**src/rtl/firmware_loader.sv**
```systemverilog
// firmware_loader: Avalon-MM master that loads a byte stream into firmware memory, then reads it back.
// Latency: a write one cycle after each 4th byte; done NUM_WORDS+2 cycles after the last write.
// Backpressure: byte_ready is high only in LOAD, so the source stalls during each one-cycle write and after loading.
module firmware_loader #(
  parameter int ADDR_W    = 10,
  parameter int NUM_WORDS = 896
) (
  input  logic              clk,
  input  logic              reset_n,
  input  logic              start,
  input  logic              byte_valid,
  input  logic [7:0]        byte_data,
  output logic              byte_ready,
  output logic [ADDR_W-1:0] mem_address,
  output logic [3:0]        mem_byteenable,
  output logic              mem_chipselect,
  output logic              mem_write,
  output logic              mem_debugaccess,
  output logic              mem_clken,
  output logic [31:0]       mem_writedata,
  input  logic [31:0]       mem_readdata,
  output logic              busy,
  output logic              done,
  output logic              error,
  output logic [31:0]       checksum
);

  // One extra bit so the counter can hold NUM_WORDS == 2^ADDR_W without wrapping.
  localparam int CNT_W = ADDR_W + 1;
  localparam logic [CNT_W-1:0] LAST_IDX = CNT_W'(NUM_WORDS - 1);
  localparam logic [CNT_W-1:0] CNT_ONE  = CNT_W'(1);

  typedef enum logic [2:0] {
    S_IDLE, S_LOAD, S_WRITE, S_VERIFY, S_CHECK, S_DONE
  } state_e;

  state_e           state_q, state_d;
  logic [1:0]       byte_cnt_q, byte_cnt_d;
  logic [31:0]      word_q, word_d;
  logic [CNT_W-1:0] cnt_q, cnt_d;
  logic [31:0]      wsum_q, wsum_d;
  logic [31:0]      rsum_q, rsum_d;

  logic start_ok;
  logic byte_acc;
  logic last_idx;

  assign start_ok = start && (state_q == S_IDLE || state_q == S_DONE);
  assign byte_acc = (state_q == S_LOAD) && byte_valid;
  assign last_idx = (cnt_q == LAST_IDX);

  // State and datapath registers; reset returns everything to idle at once.
  always_ff @(posedge clk or negedge reset_n) begin
    if (!reset_n) begin
      state_q    <= S_IDLE;
      byte_cnt_q <= '0;
      word_q     <= '0;
      cnt_q      <= '0;
      wsum_q     <= '0;
      rsum_q     <= '0;
    end else begin
      state_q    <= state_d;
      byte_cnt_q <= byte_cnt_d;
      word_q     <= word_d;
      cnt_q      <= cnt_d;
      wsum_q     <= wsum_d;
      rsum_q     <= rsum_d;
    end
  end

  // Next-state sequencing: load words, verify them all, then report.
  always_comb begin
    state_d = state_q;
    case (state_q)
      S_IDLE, S_DONE: if (start) state_d = S_LOAD;
      S_LOAD:         if (byte_acc && byte_cnt_q == 2'd3) state_d = S_WRITE;
      S_WRITE:        state_d = last_idx ? S_VERIFY : S_LOAD;
      S_VERIFY:       if (last_idx) state_d = S_CHECK;
      S_CHECK:        state_d = S_DONE;
      default:        state_d = S_IDLE;
    endcase
  end

  // Datapath: byte packing, shared word/read counter, and both running sums.
  always_comb begin
    byte_cnt_d = byte_cnt_q;
    word_d     = word_q;
    cnt_d      = cnt_q;
    wsum_d     = wsum_q;
    rsum_d     = rsum_q;
    if (start_ok) begin
      byte_cnt_d = '0;
      word_d     = '0;
      cnt_d      = '0;
      wsum_d     = '0;
      rsum_d     = '0;
    end else begin
      // Shifting in from the top leaves the first byte in [7:0] after four bytes.
      if (byte_acc) begin
        word_d     = {byte_data, word_q[31:8]};
        byte_cnt_d = byte_cnt_q + 2'd1;
      end
      // The counter is rewound after the last write so verify reads start at 0.
      if (state_q == S_WRITE) begin
        wsum_d = wsum_q + word_q;
        cnt_d  = last_idx ? '0 : cnt_q + CNT_ONE;
      end
      if (state_q == S_VERIFY) cnt_d = cnt_q + CNT_ONE;
      // Read data trails its address by one cycle; CHECK takes the final word.
      if ((state_q == S_VERIFY && cnt_q != '0) || state_q == S_CHECK)
        rsum_d = rsum_q + mem_readdata;
    end
  end

  // Output decode from the current state.
  always_comb begin
    byte_ready      = (state_q == S_LOAD);
    mem_chipselect  = (state_q == S_WRITE) || (state_q == S_VERIFY);
    mem_write       = (state_q == S_WRITE);
    mem_debugaccess = (state_q == S_WRITE);
    mem_byteenable  = mem_chipselect ? 4'hF : 4'h0;
    mem_address     = mem_chipselect ? cnt_q[ADDR_W-1:0] : '0;
    mem_writedata   = (state_q == S_WRITE) ? word_q : '0;
    busy            = (state_q == S_LOAD) || (state_q == S_WRITE) ||
                      (state_q == S_VERIFY) || (state_q == S_CHECK);
    mem_clken       = busy;
    done            = (state_q == S_DONE);
    error           = done && (rsum_q != wsum_q);
    checksum        = done ? wsum_q : '0;
  end

endmodule

```
**config.mk**
```make
export PLATFORM = sky130hd
export DESIGN_NAME = firmware_loader
export DESIGN_NICKNAME = d
export VERILOG_FILES = /design/src/rtl/firmware_loader.sv
export SDC_FILE = /design/constraint.sdc
export NUM_CORES = 1
export LEC_CHECK = 0
export ABC_AREA = 0
export CORE_MARGIN = 5
export CORE_UTILIZATION = 54
export CTS_BUF_LIST = sky130_fd_sc_hd__clkbuf_8
export DETAILED_ROUTE_END_ITERATION = 8
export PLACE_DENSITY = 0.85
export SYNTH_ARGS = -nofsm -noshare
export SYNTH_HDL_FRONTEND = slang
export SYNTH_SLANG_ARGS = --single-unit
```
**constraint.sdc**
```tcl
create_clock -name clk -period 5.9 [get_ports clk]
set_input_delay 0.885 -clock clk [delete_from_list [all_inputs] [get_ports clk]]
set_output_delay 0.885 -clock clk [all_outputs]
set_load 0.005 [all_outputs]
```
==> flow_summary.toml, run 1 <==
[outcome]
status = "completed"

[routing]
drtPass1Iterations = 5
viasPerCell = 5.95
wl_um = 24600
num_vias = 8102
drc_errors = 0
first_iter_violations = 632
ant_nets = 0
wl_per_cell_um = 18.1

[clock_network]
hold_buffers = 0
clk_path_buf_depth = 2
cts_setup_buffers = 0
htreeDepth = 3
cts_tree = "done"
cts_inserted_buffers = 9
root_buffer = "clkbuf_8"
clock_sinks = 112
clk_latency_ps = 400
clkSlewWorstSetupHoldPaths_ps = 110
cts.repair.resized = 0

[setup_path]
worst-path-buf-inv = 4
cp_data_arrival_time_ps = 3020
cp_max_fo = 59
r2r_start = "wsum_q[0]$_DFFE_PN0P_"
cp.required_ps = 5020
regToRegSetupSlack_ps = 2460
cp-start-kind = "flop"
crit_chain = "inv_1, nand2_1, buf_4, inv_2, clkdlybuf4s50_1"
cpLargestDelayFamily = "buffers and inverters"
critical_path.slowest_cell = "inv_1"
path_class = "flop to primary output"
reg2reg_to = "wsum_q[28]$_DFFE_PN0P_"
rr_worst_depth = 11
end_kind = "primary output"
max_stage_delay_ps = 680

[floorplanning]
die_x_um = 137
row_count = 46
dieArea_um2 = 18700
start_util = 0.547
fp.dieH_um = 137
io_pins = 130
core-area_um2 = 15800

[sta]
finalCritPeriodShare = 0.662
skew_ps = 13.2
max_slew.worst_pin.slew_ps = 1270
hold_viol = 0
relSlewSlack = 0.151
fmax_ghz = 0.256
rsz0062_at_grt = "no"
tns_ps = 0
period_needed_ps = 3900
drv_slew = 0
finalSetupViolCount = 0

[pwr]
combPwrFrac = 0.592
power_density_nw_per_um2 = 502
p_leak_nw = 4.50
p_seq_frac = 0.320
power_w = 0.00510
ir_drop_mv = 0.194
switching_power_w = 0.00250
clock_power_share = 0.088
intPower_w = 0.00260
switching_share = 0.490

[place]
port_buffers = 129
dpl_cell_area_um2 = 9990
dp_cells = 1346
hpwl_um = 18300
gp_congestion = 1.00

[synth]
synth-simple-area-share = 0.235
yosysTopAreaCellShare = 0.324
synthAdderAreaFrac = 0.0986
synth_flop_cell = "dfrtp_1"
ys_seq_elements = 112
syn-num-nets = 1171
async_flop_share = 1.00
synth_compound_area_frac = 0.195
synth_top_family_by_area = "simple AND/OR/NAND/NOR gates"
synth_cell_types = 66
synth_edf_count = 0
yosys.area.top_type = "dfrtp_1"
synthMuxAreaShare = 0.00708
syn-mean-instance-area_um2 = 8.17
synth_xor_xnor_area_share = 0.0951
netlist_instances = 1060
yosys-top-cells-area = "dfrtp_1, ha_1, xnor2_1"
yosys-top-cells-count = "nand2_1, dfrtp_1, a21oi_1, o21ai_0, nand3_1"
yosysWarnings = 0
synth_most_common_cell = "nand2_1"
netlist_area_um2 = 8660
synth.yosys.seq_area_share = 0.324

[grt]
grt_max_degree = 74
grt-ovfl-total = 0
grt_use_total = 0.267
antenna_found_initial = 0
grt_pass1_vias = 7729
grt_pass1_wl_um = 39700

[layout]
area_growth_pct = 17.5
instances_no_fill = 1361
regArea_um2 = 2800
drive_above_1_share = 0.0341
antenna_cells = 0
nets = 1252
final_cell_area_um2 = 10200
fillerInstances = 1400
multiInputGateArea_um2 = 5480

[worst_hold_path]
worstHoldPathType = "flop to flop"
min_from = "byte_cnt_q[1]$_DFFE_PN0P_"
min_to = "byte_cnt_q[1]$_DFFE_PN0P_"
holdPathStages = 2

[job]
maxCapViolCount = 0
-- cell families after synthesis --
logic type      after synthesis
compound gates              284
mux                           6
xor+xnor                     94
flops                       112
fa+ha+maj                    67
buf+inv                      93
simple gates                404
-- cell usage in the layout (no fill, tap or decap), drive strengths merged, types with 19 or more instances in the layout --
cell type,Yosys,final
nand3,77,77
and3,40,40
and2,46,46
dfrtp,112,112
clkdlybuf4s50,0,128
a21o,19,19
nand4,20,20
inv,27,31
nand2,123,123
xnor2,72,72
nor2,51,51
xor2,22,22
ha,65,65
o21ai,89,89
a21oi,106,106
-- cell type report --
class / instances / share of cell area
multi-input cells: 855 / 0.539
clock inverters: 6 / 0.00517
inverters: 27 / 0.00996
flip-flops and latches: 112 / 0.276
well taps: 216 / 0.0266
clock buffers: 9 / 0.0122
repair buffers: 136 / 0.132
-- power groups by stage --
stage	Sequential [W]	Combinational, W	Clock (W)
finish	0.00163	0.00302	0.000451
global route	0.00167	0.00338	0.000488
CTS	0.00163	0.00299	0.000458
detailed placement	0.00164	0.00297	0
global placement	0.00163	0.00288	0
floorplan	0.00140	0.00238	0
-- metal layers --
metal  up-vias  GRT usage  wire length (um)
met3        53     0.0456              1340
met2       269      0.448             11900
li1       3934          -                 -
met5         -          0                 0
met1      3846      0.348             10600
met4         0     0.0963               751
-- sequential cells by signal, indices dropped and copies added, names as in the netlist --
register / cells
byte_cnt_q: 2
cnt_q: 11
rsum_q: 32
state_q: 3
word_q: 32
wsum_q: 32
-- worst max path at each step --
stage / startpoint / end / slack [ps] / cells after the start
2_1_floorplan: mem_readdata[0] / rsum_q[28]$_DFFE_PN0P_ / 2760 / 11
3_3_place_gp: mem_readdata[0] / rsum_q[28]$_DFFE_PN0P_ / 2030 / 12
3_5_place_dp: mem_readdata[0] / rsum_q[30]$_DFFE_PN0P_ / 1950 / 12
4_1_cts: state_q[0]$_DFFE_PN0P_ / error / 2020 / 5
5_1_grt: state_q[0]$_DFFE_PN0P_ / error / 1830 / 5
6_report: state_q[0]$_DFFE_PN0P_ / mem_write / 2000 / 5
-- worst register-to-register path: cells and delay by family, from the launching register on --
family | cells | cell delay (ps)
mux | 1 | 250
fa+ha+maj | 2 | 670
compound gates | 7 | 1850
simple gates | 1 | 90
flops | 1 | 480
-- per-stage QoR --
| stage | worst slack (ps) | hold slack [ps] | util |
|---|---|---|---|
| floorplan | 2760 | 473 | - |
| global placement | 2030 | 512 | 0.631 |
| detailed placement | 1950 | 523 | 0.631 |
| CTS | 2020 | 536 | 0.643 |
| global route | 1830 | 557 | 0.643 |
| finish | 2000 | 545 | 0.643 |
Power figures use the tool's default switching activity.
==> run 2, diff against run 1 <==
Settings changed: CORE_UTILIZATION 54 to 51, PLACE_DENSITY 0.85 to 0.84.
Clock period 5.9 ns to 3.35 ns, I/O delays scaled along.
==> flow_summary.toml, run 2 (same netlist as run 1, synthesis figures left out) <==
[routing]
wl_met3_um = 1400
wl_per_cell_um = 17.7
wl_um = 24600
wl_met2_um = 11600
drtPass1Iterations = 5
drc_errors = 0
num_vias = 8214
viasPerCell = 5.90
top_layer = "met4"
first_iter_violations = 643
drt-met1-wl_um = 11000
ant_nets = 0

[clock_network]
clkSlewWorstSetupHoldPaths_ps = 110
cts_inserted_buffers = 9
clk_latency_ps = 410
cts_setup_buffers = 0
hold_buffers = 0
clock_sinks = 112
cts_tree = "done"
htreeDepth = 3
clk_path_buf_depth = 2
root_buffer = "clkbuf_8"

[sta]
max_slew.worst_pin.slew_ps = 545
finalSetupViolCount = 0
tns_ps = 0
skew_ps = 14.4
fmax_ghz = 0.315
period_needed_ps = 3180
rsz0062_at_grt = "no"
relSlewSlack = 0.633
drv_slew = 0
finalCritPeriodShare = 0.948
hold_viol = 0

[outcome]
status = "completed"

[setup_path]
worst-path-buf-inv = 1
cp.required_ps = 3650
cp_data_arrival_time_ps = 3480
max_stage_delay_ps = 420
regToRegSetupSlack_ps = 170
cp.depth = 12
cp-start-kind = "flop"
critical_path.slowest_cell = "a2111oi_2"
rr_worst_depth = 12
cp_max_fo = 3
end_kind = "flop"
path_class = "flop to flop"
crit_chain = "ha_1, fa_1, a21oi_1, o31ai_1, o21ai_1, a21boi_1, o21ai_0, a31oi_1, a2111oi_2, buf_4, mux2i_1, nand3_1"
cpLargestDelayFamily = "compound AO/OA/AOI/OAI gates"

[floorplanning]
core-area_um2 = 16600
start_util = 0.520
io_pins = 130
fp.dieH_um = 140
dieArea_um2 = 19700
die_x_um = 140
row_count = 47

[layout]
antenna_cells = 0
utilization = 0.626
layout_common_cells = "clkdlybuf4s50_1, nand2_1, dfrtp_1, a21oi_1, o21ai_0"
area_growth_pct = 20.3
drive_above_1_share = 0.0580
largest_registers = "rsum_q x32, word_q x32, wsum_q x32"
nets = 1279
fillerInstances = 1453
final_common_cell = "clkdlybuf4s50_1"
multiInputGateArea_um2 = 5490
regArea_um2 = 2800

[place]
port_buffers = 129
gp_congestion = 0.936
hpwl_um = 18600

[worst_hold_path]
worstHoldPathType = "primary input to asynchronous set/reset pin"

[grt]
antenna_found_initial = 0
grt_max_degree = 79
grt_use_total = 0.248
grt_pass1_vias = 7647
grt_pass1_wl_um = 40000
grt-ovfl-total = 0

[pwr]
ir_drop_mv = 0.398
power_w = 0.00919
p_leak_nw = 4.64
power_density_nw_per_um2 = 882

[job]
maxCapViolCount = 0
==> run 2: changes by cell type in the layout (fill, tap and decap cells not counted), sizes merged <==
cell	previous run	this run
inv	31	30
clkinv	0	2
buf	8	35
==> run 2: metrics by stage <==
step / cells / cell area [um2] / setup WS (ps) / hold slack, ps
final: 1393 / 10400 / 173 / 39.9
after global routing: 1393 / 10400 / 6.19 / 69.5
after CTS: 1393 / 10400 / 73.1 / 43.7
after detailed placement: 1377 / 10200 / -38.5 / 495
after floorplan: 1060 / 8660 / 565 / 207
after global placement: 1377 / 10200 / 37.8 / 484
==> run 2: layout make-up <==
cell class                 instances  share of cell area
tap                              220              0.0264
clock buffer                       9              0.0119
inverter                          27             0.00973
clock inverter                     7             0.00529
timing repair buffer             163               0.151
multi-input combinational        855               0.527
sequential                       112               0.269
==> run 2: layer usage <==
metal	track usage	up-vias
met2	0.399	288
met1	0.344	3896
met4	0.0780	0
li1	-	3983
met5	0	-
met3	0.0378	47
==> run 2: timing repair <==
item,CTS,global route
setup endpoints to repair,0,3
resized for setup,0,3
endpoints found under the hold margin,0,0
==> run 2: worst paths after layout <==
check	from	to
max in group asynchronous	reset_n	rsum_q[11]$_DFFE_PN0P_
worst max register to register	word_q[0]$_DFFE_PN0P_	wsum_q[28]$_DFFE_PN0P_
worst min register to register	rsum_q[31]$_DFFE_PN0P_	rsum_q[31]$_DFFE_PN0P_
worst max-delay path	word_q[0]$_DFFE_PN0P_	wsum_q[28]$_DFFE_PN0P_
worst min-delay path	reset_n	word_q[24]$_DFFE_PN0P_
min in group clk	rsum_q[31]$_DFFE_PN0P_	rsum_q[31]$_DFFE_PN0P_
==> run 2: report_power, final <==
| group | internal [W] | switching (W) |
|---|---|---|
| clock | 0.000278 | 0.000497 |
| sequential | 0.00196 | 0.000871 |
| combinational | 0.00251 | 0.00307 |
| total | 0.00475 | 0.00444 |
==> run 2: worst reg2reg max path: stages (launching register included) <==
cell and delay (ps):
dfrtp_1 410, ha_1 230, fa_1 410, a21oi_1 220, o31ai_1 110, o21ai_1 180
a21boi_1 120, o21ai_0 300, a31oi_1 220, a2111oi_2 420, buf_4 170, mux2i_1 180
nand3_1 90
==> run 3, diff against run 2 <==
--- a/config.mk
+++ b/config.mk
@@ -7,4 +7,6 @@
 export LEC_CHECK = 0
 export ABC_AREA = 0
+export ABC_CLOCK_PERIOD_IN_PS = 3350
+export CAP_MARGIN = 20
 export CORE_MARGIN = 5
 export CORE_UTILIZATION = 51
==> constraint.sdc (replaced) <==
create_clock -name clk -period 3.35 [get_ports clk]
set_input_delay 0.5025 -clock clk [delete_from_list [all_inputs] [get_ports clk]]
set_output_delay 0.5025 -clock clk [all_outputs]
set_load 0.01 [all_outputs]
==> results of run 3 <==
The final DEF is identical to that of run 2. Status: completed.
Main changes from that run: total power 0.00919 W -> 0.00923 W
